## src/rtl/pe_row_feeder.sv

```systemverilog
// Sequencer feeding one 8-PE convolution row: streams 36 ifmap/kernel beats per
// output position and skews kernel, valid and final so every PE lines up with its activation.
module pe_row_feeder #(
    parameter int DATA_W        = 64,
    parameter int ADDR_W        = 11,
    parameter int NUM_PE        = 8,
    parameter int ROW_STRIDE    = 264,
    parameter int WORDS_PER_ROW = 12,
    parameter int KROWS         = 3
) (
    input  logic                     clk,
    input  logic                     reset,
    input  logic                     start,
    input  logic [ADDR_W-1:0]        if_base,
    input  logic [ADDR_W-1:0]        ker_base,
    output logic                     busy,
    output logic                     done,
    output logic                     if_rd,
    output logic [ADDR_W-1:0]        if_addr,
    input  logic [DATA_W-1:0]        if_rdata,
    output logic                     ker_rd,
    output logic [ADDR_W-1:0]        ker_addr,
    input  logic [NUM_PE*DATA_W-1:0] ker_rdata,
    output logic [DATA_W-1:0]        act_out,
    output logic [NUM_PE*DATA_W-1:0] ker_out,
    output logic [NUM_PE-1:0]        valid_out,
    output logic [NUM_PE-1:0]        final_out
);

    localparam int BEATS        = WORDS_PER_ROW * KROWS;
    localparam int DRAIN_CYCLES = NUM_PE + 1;
    localparam int KW           = $clog2(BEATS + 1);
    localparam int WW           = $clog2(WORDS_PER_ROW);
    localparam int DW           = $clog2(DRAIN_CYCLES);

    localparam logic [KW-1:0]     LAST_BEAT  = KW'(BEATS - 1);
    localparam logic [WW-1:0]     LAST_WORD  = WW'(WORDS_PER_ROW - 1);
    localparam logic [DW-1:0]     LAST_DRAIN = DW'(DRAIN_CYCLES - 1);
    localparam logic [ADDR_W-1:0] STRIDE_A   = ADDR_W'(ROW_STRIDE);

    typedef enum logic [1:0] {
        IDLE,
        RUN,
        DRAIN,
        FINISH
    } state_t;

    state_t state, next_state;

    logic              load;
    logic              rd_en;
    logic [KW-1:0]     beat;
    logic [WW-1:0]     word;
    logic [DW-1:0]     drain_cnt;
    logic [ADDR_W-1:0] row_addr;
    logic [ADDR_W-1:0] ker_base_q;

    logic              rd_vld_q;
    logic              rd_last_q;
    logic [DATA_W-1:0] act_q;
    logic [NUM_PE-1:0] v_q;
    logic [NUM_PE-1:0] f_q;

    always_ff @(posedge clk) begin
        if (reset) begin
            state <= IDLE;
        end else begin
            state <= next_state;
        end
    end

    always_comb begin
        next_state = state;
        busy       = 1'b0;
        done       = 1'b0;
        rd_en      = 1'b0;
        load       = 1'b0;
        case (state)
            IDLE: begin
                if (start) begin
                    load       = 1'b1;
                    next_state = RUN;
                end
            end
            RUN: begin
                busy  = 1'b1;
                rd_en = 1'b1;
                if (beat == LAST_BEAT) begin
                    next_state = DRAIN;
                end
            end
            DRAIN: begin
                busy = 1'b1;
                if (drain_cnt == LAST_DRAIN) begin
                    next_state = FINISH;
                end
            end
            FINISH: begin
                busy       = 1'b1;
                done       = 1'b1;
                next_state = IDLE;
            end
            default: next_state = IDLE;
        endcase
    end

    // Ifmap addressing walks a kernel row word by word, then jumps one ifmap row down.
    always_ff @(posedge clk) begin
        if (reset) begin
            beat       <= '0;
            word       <= '0;
            row_addr   <= '0;
            ker_base_q <= '0;
            drain_cnt  <= '0;
        end else begin
            if (load) begin
                beat       <= '0;
                word       <= '0;
                row_addr   <= if_base;
                ker_base_q <= ker_base;
            end else if (rd_en) begin
                beat <= beat + 1'b1;
                if (word == LAST_WORD) begin
                    word     <= '0;
                    row_addr <= row_addr + STRIDE_A;
                end else begin
                    word <= word + 1'b1;
                end
            end
            if (state == DRAIN) begin
                drain_cnt <= drain_cnt + 1'b1;
            end else begin
                drain_cnt <= '0;
            end
        end
    end

    assign if_rd    = rd_en;
    assign ker_rd   = rd_en;
    assign if_addr  = rd_en ? (row_addr + ADDR_W'(word)) : '0;
    assign ker_addr = rd_en ? (ker_base_q + ADDR_W'(beat)) : '0;

    // Data is zeroed on capture when no read is landing, so invalid slots stay masked downstream.
    always_ff @(posedge clk) begin
        if (reset) begin
            rd_vld_q  <= 1'b0;
            rd_last_q <= 1'b0;
            act_q     <= '0;
            v_q       <= '0;
            f_q       <= '0;
        end else begin
            rd_vld_q  <= rd_en;
            rd_last_q <= rd_en && (beat == LAST_BEAT);
            act_q     <= rd_vld_q ? if_rdata : '0;
            v_q       <= {v_q[NUM_PE-2:0], rd_vld_q};
            f_q       <= {f_q[NUM_PE-2:0], rd_last_q};
        end
    end

    assign act_out   = act_q;
    assign valid_out = v_q;
    assign final_out = f_q;

    for (genvar p = 0; p < NUM_PE; p++) begin : g_lane
        logic [DATA_W-1:0] sr [0:p];

        always_ff @(posedge clk) begin
            if (reset) begin
                for (int j = 0; j <= p; j++) begin
                    sr[j] <= '0;
                end
            end else begin
                sr[0] <= rd_vld_q ? ker_rdata[p*DATA_W +: DATA_W] : '0;
                for (int j = 1; j <= p; j++) begin
                    sr[j] <= sr[j-1];
                end
            end
        end

        assign ker_out[p*DATA_W +: DATA_W] = sr[p];
    end

endmodule

```

## config.mk

```make
export PLATFORM = sky130hd
export DESIGN_NAME = pe_row_feeder
export DESIGN_NICKNAME = d
export VERILOG_FILES = /design/src/rtl/pe_row_feeder.sv
export SDC_FILE = /design/constraint.sdc
export NUM_CORES = 2
export LEC_CHECK = 0
export BUFFER_PORTS_ARGS = -buffer_cell sky130_fd_sc_hd__buf_4
export CORE_AREA = 2 2 471 473
export CTS_CLUSTER_SIZE = 25
export DETAILED_ROUTE_END_ITERATION = 10
export DIE_AREA = 0 0 473 475
export GPL_TIMING_DRIVEN = 0
export MAX_ROUTING_LAYER = met4
export PLACE_DENSITY_LB_ADDON = 0.05
export SLEW_MARGIN = 20
export SYNTH_ARGS = -nofsm -noshare
export SYNTH_HDL_FRONTEND = slang
export SYNTH_SLANG_ARGS = --single-unit
```

## constraint.sdc

```tcl
create_clock -name clk -period 3.6 [get_ports clk]
set_clock_uncertainty 0.05 [all_clocks]
set_input_delay 0.54 -clock clk [delete_from_list [all_inputs] [get_ports clk]]
set_output_delay 0.54 -clock clk [all_outputs]
set_load 0.1 [all_outputs]
```

* After elaboration in Yosys (flattened, before gate mapping) *
Memories as Yosys holds them, arrays and structs flattened.
Index checks and enable logic that the tools add are counted.

storage, ports and cells
  bits in writable memories = 2,304
  bits of input ports = 601
  latch bits = 0
  word-level logic and storage cells = 145
  ROM bits = 0
  register bits = 120
  memories = 8

memory list
  name          depth  width  rd ports  clocked after memory_dff  wr ports  line  text
  g_lane[7].sr  8      64     8         0                         8         165   logic [DATA_W-1:0] sr [0:p];
  g_lane[6].sr  7      64     7         0                         7         165
  g_lane[5].sr  6      64     6         0                         6         165
  g_lane[4].sr  5      64     5         0                         5         165
  g_lane[3].sr  4      64     4         0                         4         165
  g_lane[2].sr  3      64     3         0                         3         165
  +2 memories   --     --     --        --                        --        --

cells by class
  bitwise logic cells = 37
  divide/modulo/power cells = 0
  reduce and logical (&&, ||, !) cells = 11
  mux-type cells = 63
  multipliers = 0
  shifts and indexed selects = 0
  magnitude comparators = 0
  equality and inequality tests = 9
  $add $sub $neg = 6

operators with widths
  operator               count
  $mux 64                44
  $reduce_or 64->1       1
  $mux 11                5
  $or 1x1->1             35
  $add 11x4->11          1
  $add 11x6->11          1
  $add 11x9->11 const B  1
  $mux 1                 9
  $add 4x1->4 const B    2
  $eq 4x4->1 const B     2
  $pmux 2 s4             1
  $add 6x1->6 const B    1
  $eq 6x6->1 const B     1
  $mux 2                 3
  $ne 2x2->1 const B     3
  $reduce_or 2->1        3
  $eq 2x2->1 const B     2
  $mux 4                 1
  $reduce_bool 2->1      2
  $reduce_and 3->1       1
  $reduce_or 3->1        1
  $eq 2x1->1 const B     1
  $logic_not 2->1        1
  $not 1->1              2
  other kinds (2)        2

* Longest topological paths before layout *
  word-level depth = 4
  depth in mapped cells = 7

* Worst setup path after synthesis *
No wires, ideal clock.

  kind = register -> output
  start point = register state[1]
  end point = output port if_addr[6]
  cell stages (with the launch flop) = 8
  setup slack = -0.584 ns
  data arrival time = 3.594 ns
  path buffers = 3
  data required time = 3.010 ns
  cells stage by stage = dfxtp_1 inv_1 ha_1 clkbuf_1 buf_2 inv_1 clkbuf_1 a21oi_1

between the ends
  longest elaborated chain between the ends = 3

ends and longest elaborated chain
  element                   line  text
  start: declaration        48    state_t state, next_state;
  start signal: assignment  68    state <= next_state;
  $eq 2x1->1                78    case (state)
  $mux 1                    78
  via if_rd                 18    output logic if_rd,
  $mux 11                   140   assign if_addr = rd_en ? (row_addr + ADDR_W'(word)) : '0;
  end: declaration          19    output logic [ADDR_W-1:0] if_addr,

The timed path passes the listed nets, and every way through them passes these cells.

* Final worst setup path *
  start point = register word[0]
  end point = output port if_addr[8]

between the ends
  longest elaborated chain between the ends = 2

ends and longest elaborated chain
  element                   line  text
  start: declaration        53    logic [WW-1:0] word;
  start signal: assignment  127   word <= word + 1'b1;
  $add 11x4->11             140
  $mux 11                   140

No other way between the ends.

==> results.json <==
{
  "status": "finished, final reports clean",
  "setup_viol": 0,
  "cts_buffers": 278,
  "place_ws_ps": 161.5,
  "internal_power_mw": 45.59,
  "netlist_area_mm2": 0.06804,
  "die_x_um": 473,
  "fp-row-count": 172,
  "critPathLaunchType": "flop",
  "synth_fa_ha_area_frac": 0.004266,
  "cts_root_buf": "clkbuf_16",
  "stdcell_count": 10805,
  "muxShareOfSynthArea": 0.001324,
  "first_pass_iters": 5,
  "relSlewSlack": 0.2624,
  "io_buffers": 1218,
  "synth_compound_area_frac": 0.006031,
  "synth-seq-cells": 2424,
  "yosysTopAreaCell": "dfxtp_1",
  "required_ps": 3010,
  "drcViolationCount": 0,
  "syn_to_final_growth_pct": 40.77,
  "pwr-share-seq": 0.468,
  "drt_iter0_drc": 1406,
  "dpl.hpwl_um": 155700,
  "rsz0062_at_grt": "true",
  "globalplace.congestion": 0.8865,
  "gr-usage-all-layers": 0.1806,
  "peakVddDrop_mv": 0.4754,
  "die_area_mm2": 0.2247,
  "setup_ws_ps": 94.58,
  "avgViaCountPerCell": 3.792,
  "synth_top_area_frac": 0.7132,
  "drv_slew": 0,
  "p_switching_mw": 14.19,
  "layout.nets": 8324,
  "synthSimpleGateAreaFrac": 0.2278,
  "synth_edf_count": 0,
  "ys_types": 41,
  "grt_pass1_wl_um": 281300,
  "grt_pass1_vias": 41002,
  "drt_wl_total_um": 201600,
  "fillCellCount": 20817,
  "synth_fp_nets": 6221,
  "dieHeight_um": 475,
  "cts_sinks": 2424,
  "arrival_ps": 2920,
  "cts_tree": "built",
  "synth_top_family_by_area": "simple AND/OR/NAND/NOR gates",
  "cts_htree_levels": 5,
  "p_per_area_mw_per_mm2": 624.1,
  "setup_tns_ps": 0,
  "synth_xor_area_frac": 0.002317,
  "fmax_mhz": 285.3,
  "crit_type": "reg2out",
  "drive_above_1_share": 0.2436,
  "clkTransAtPathRegs_ps": 60,
  "tightest_slew_ps": 1106,
  "detail-route-antenna-nets": 0,
  "sw_frac_of_total": 0.2374,
  "initial_core_util": 0.3106,
  "syn_inst": 5598,
  "syn_area_per_cell_um2": 12.15,
  "min_period_ps": 3505,
  "clock_path_buffers": 4,
  "grt_max_degree": 17,
  "grt_remaining_overflow": 0,
  "synthArstFlopShare": 0,
  "place_inst": 9691,
  "wire_per_inst_um": 18.66,
  "hold_ws_ps": 245.9,
  "combinationalPowerShare": 0.091,
  "ys_seq_area_frac": 0.7132,
  "ys_top_cells_by_area": "dfxtp_1 71%, nor2b_1 17%, and2_1 5.3%, buf_4 2.8%, clkbuf_1 1.5%",
  "via_count": 40976,
  "antenna_found_initial": 74,
  "hold_viol_final": 0,
  "clkPwrFrac": 0.441,
  "core_mm2": 0.2191,
  "path_max_fanout": 6,
  "power_leakage_nw": 40.76,
  "end_kind": "output port",
  "hp-class": "in2reg",
  "yosys_warnings": 0,
  "fin_crit_sh": 0.9737,
  "ys.flop_type": "dfxtp_1",
  "io_pins": 1219,
  "cap_violations": 0,
  "clkLatencyLatePin_ps": 900
}
per-stage QoR:
stage                     cell area, µm²  utilization  power (mW)
after global routing               95740       0.4370       62.18
after global placement             80800       0.3688       33.36
after CTS                          95550       0.4361       60.76
final                              95790       0.4372       59.78
after detailed placement           80920       0.3693       33.41
after floorplan                    68070            -       31.50
path summary, 6_finish.rpt:
check,start,cells after the start,slack [ps],to
setup / recovery,word[0]$_SDFFE_PP0P_,7,90,if_addr[8]
hold / removal,start,4,250,state[1]$_SDFFE_PP0P_
setup reg to reg,rd_vld_q$_SDFF_PP0_,5,910,g_lane[5].sr[0][63]$_SDFF_PP0_
hold reg to reg,g_lane[5].sr[0][1]$_SDFF_PP0_,1,350,g_lane[5].sr[1][1]$_SDFF_PP0_
placed cells by master, fill, tap and decap left out, types with 22 or more instances in the layout:
master and n:
nor2b_1 1808, clkbuf_8 55, clkbuf_1 325, diode_2 66
clkinv_2 22, buf_4 1470, and2_1 581, nor2_1 32
clkbuf_16 281, nand2_1 45, dlygate4sd3_1 598, dfxtp_1 2420
cell usage after synthesis, drive strengths merged (3+ instances only):
cell	instances
o21ai	8
nand4	7
ha	20
or4	4
nor2	34
inv	12
mux2i	9
xor2	7
a21oi	26
a21o	3
a211oi	10
nand2b	9
clkbuf	266
and2	581
dfxtp	2424
buf	274
a311oi	3
xnor2	11
nor2b	1808
or3	4
o21bai	3
nand2	45
o31ai	4
nand3	6
registers in the layout, summed over array words and instances (netlist names):
| register | count |
|---|---|
| g_lane.sr | 2304 |
| act_out | 64 |
| ker_base_q | 11 |
| row_addr | 11 |
| final_out | 8 |
| valid_out | 8 |
| beat | 6 |
| drain_cnt | 4 |
| word | 4 |
| state | 2 |
| rd_last_q | 1 |
| rd_vld_q | 1 |
power groups by stage:
stage | clock (mW) | combinational (mW) | sequential [mW]
after floorplan | 0 | 2.22 | 29.3
after global placement | 0 | 4.84 | 28.5
after detailed placement | 0 | 4.88 | 28.5
after CTS | 27.3 | 5.55 | 28.0
after global routing | 28.3 | 5.82 | 28.0
final | 26.3 | 5.47 | 28.0
worst max-delay path: stages (launching register included):
cell and delay, ps:
dfxtp_4 370, ha_4 170, fa_2 360, a21o_1 190, a21oi_4 210, nand3b_1 180, mux2i_2 340, buf_12 220
kinds of logic (layout without fill, tap and decap cells):
| logic type | after synthesis | after routing |
|---|---|---|
| mux | 9 | 9 |
| other cells | 0 | 66 |
| buf+inv | 552 | 2822 |
| compound gates | 65 | 65 |
| simple gates | 2508 | 2508 |
| xor+xnor | 18 | 18 |
| flops | 2424 | 2424 |
| fa+ha+maj | 22 | 22 |
metal layers:
| metal | routed length, µm | track usage |
|---|---|---|
| met1 | 92610 | 0.2289 |
| met2 | 89840 | 0.2766 |
| met3 | 14710 | 0.05742 |
| met4 | 4430 | 0.04864 |
| met5 | 0 | - |
repair_timing:
| action | CTS | global route |
|---|---|---|
| pin swaps | 7 | 5 |
| endpoints found under the hold margin | 598 | 0 |
| endpoints found under the setup margin | 22 | 16 |
| buffers inserted | 2 | 2 |
| gates resized for setup | 37 | 16 |
| hold buffers | 598 | 0 |
layout make-up:
cell class | instances | area, µm² | share of cell area
sequential | 2424 | 48540 | 0.5067
clock inverter | 41 | 442.9 | 0.004624
antenna | 66 | 165.2 | 0.001724
clock buffer | 406 | 8041 | 0.08395
multi-input combinational | 2622 | 16600 | 0.1733
timing repair buffer | 1824 | 15330 | 0.1600
tap | 2871 | 3592 | 0.03750
buffer | 539 | 3037 | 0.03170
inverter | 12 | 45.04 | 0.0004702
Power figures use the tool's default switching activity.
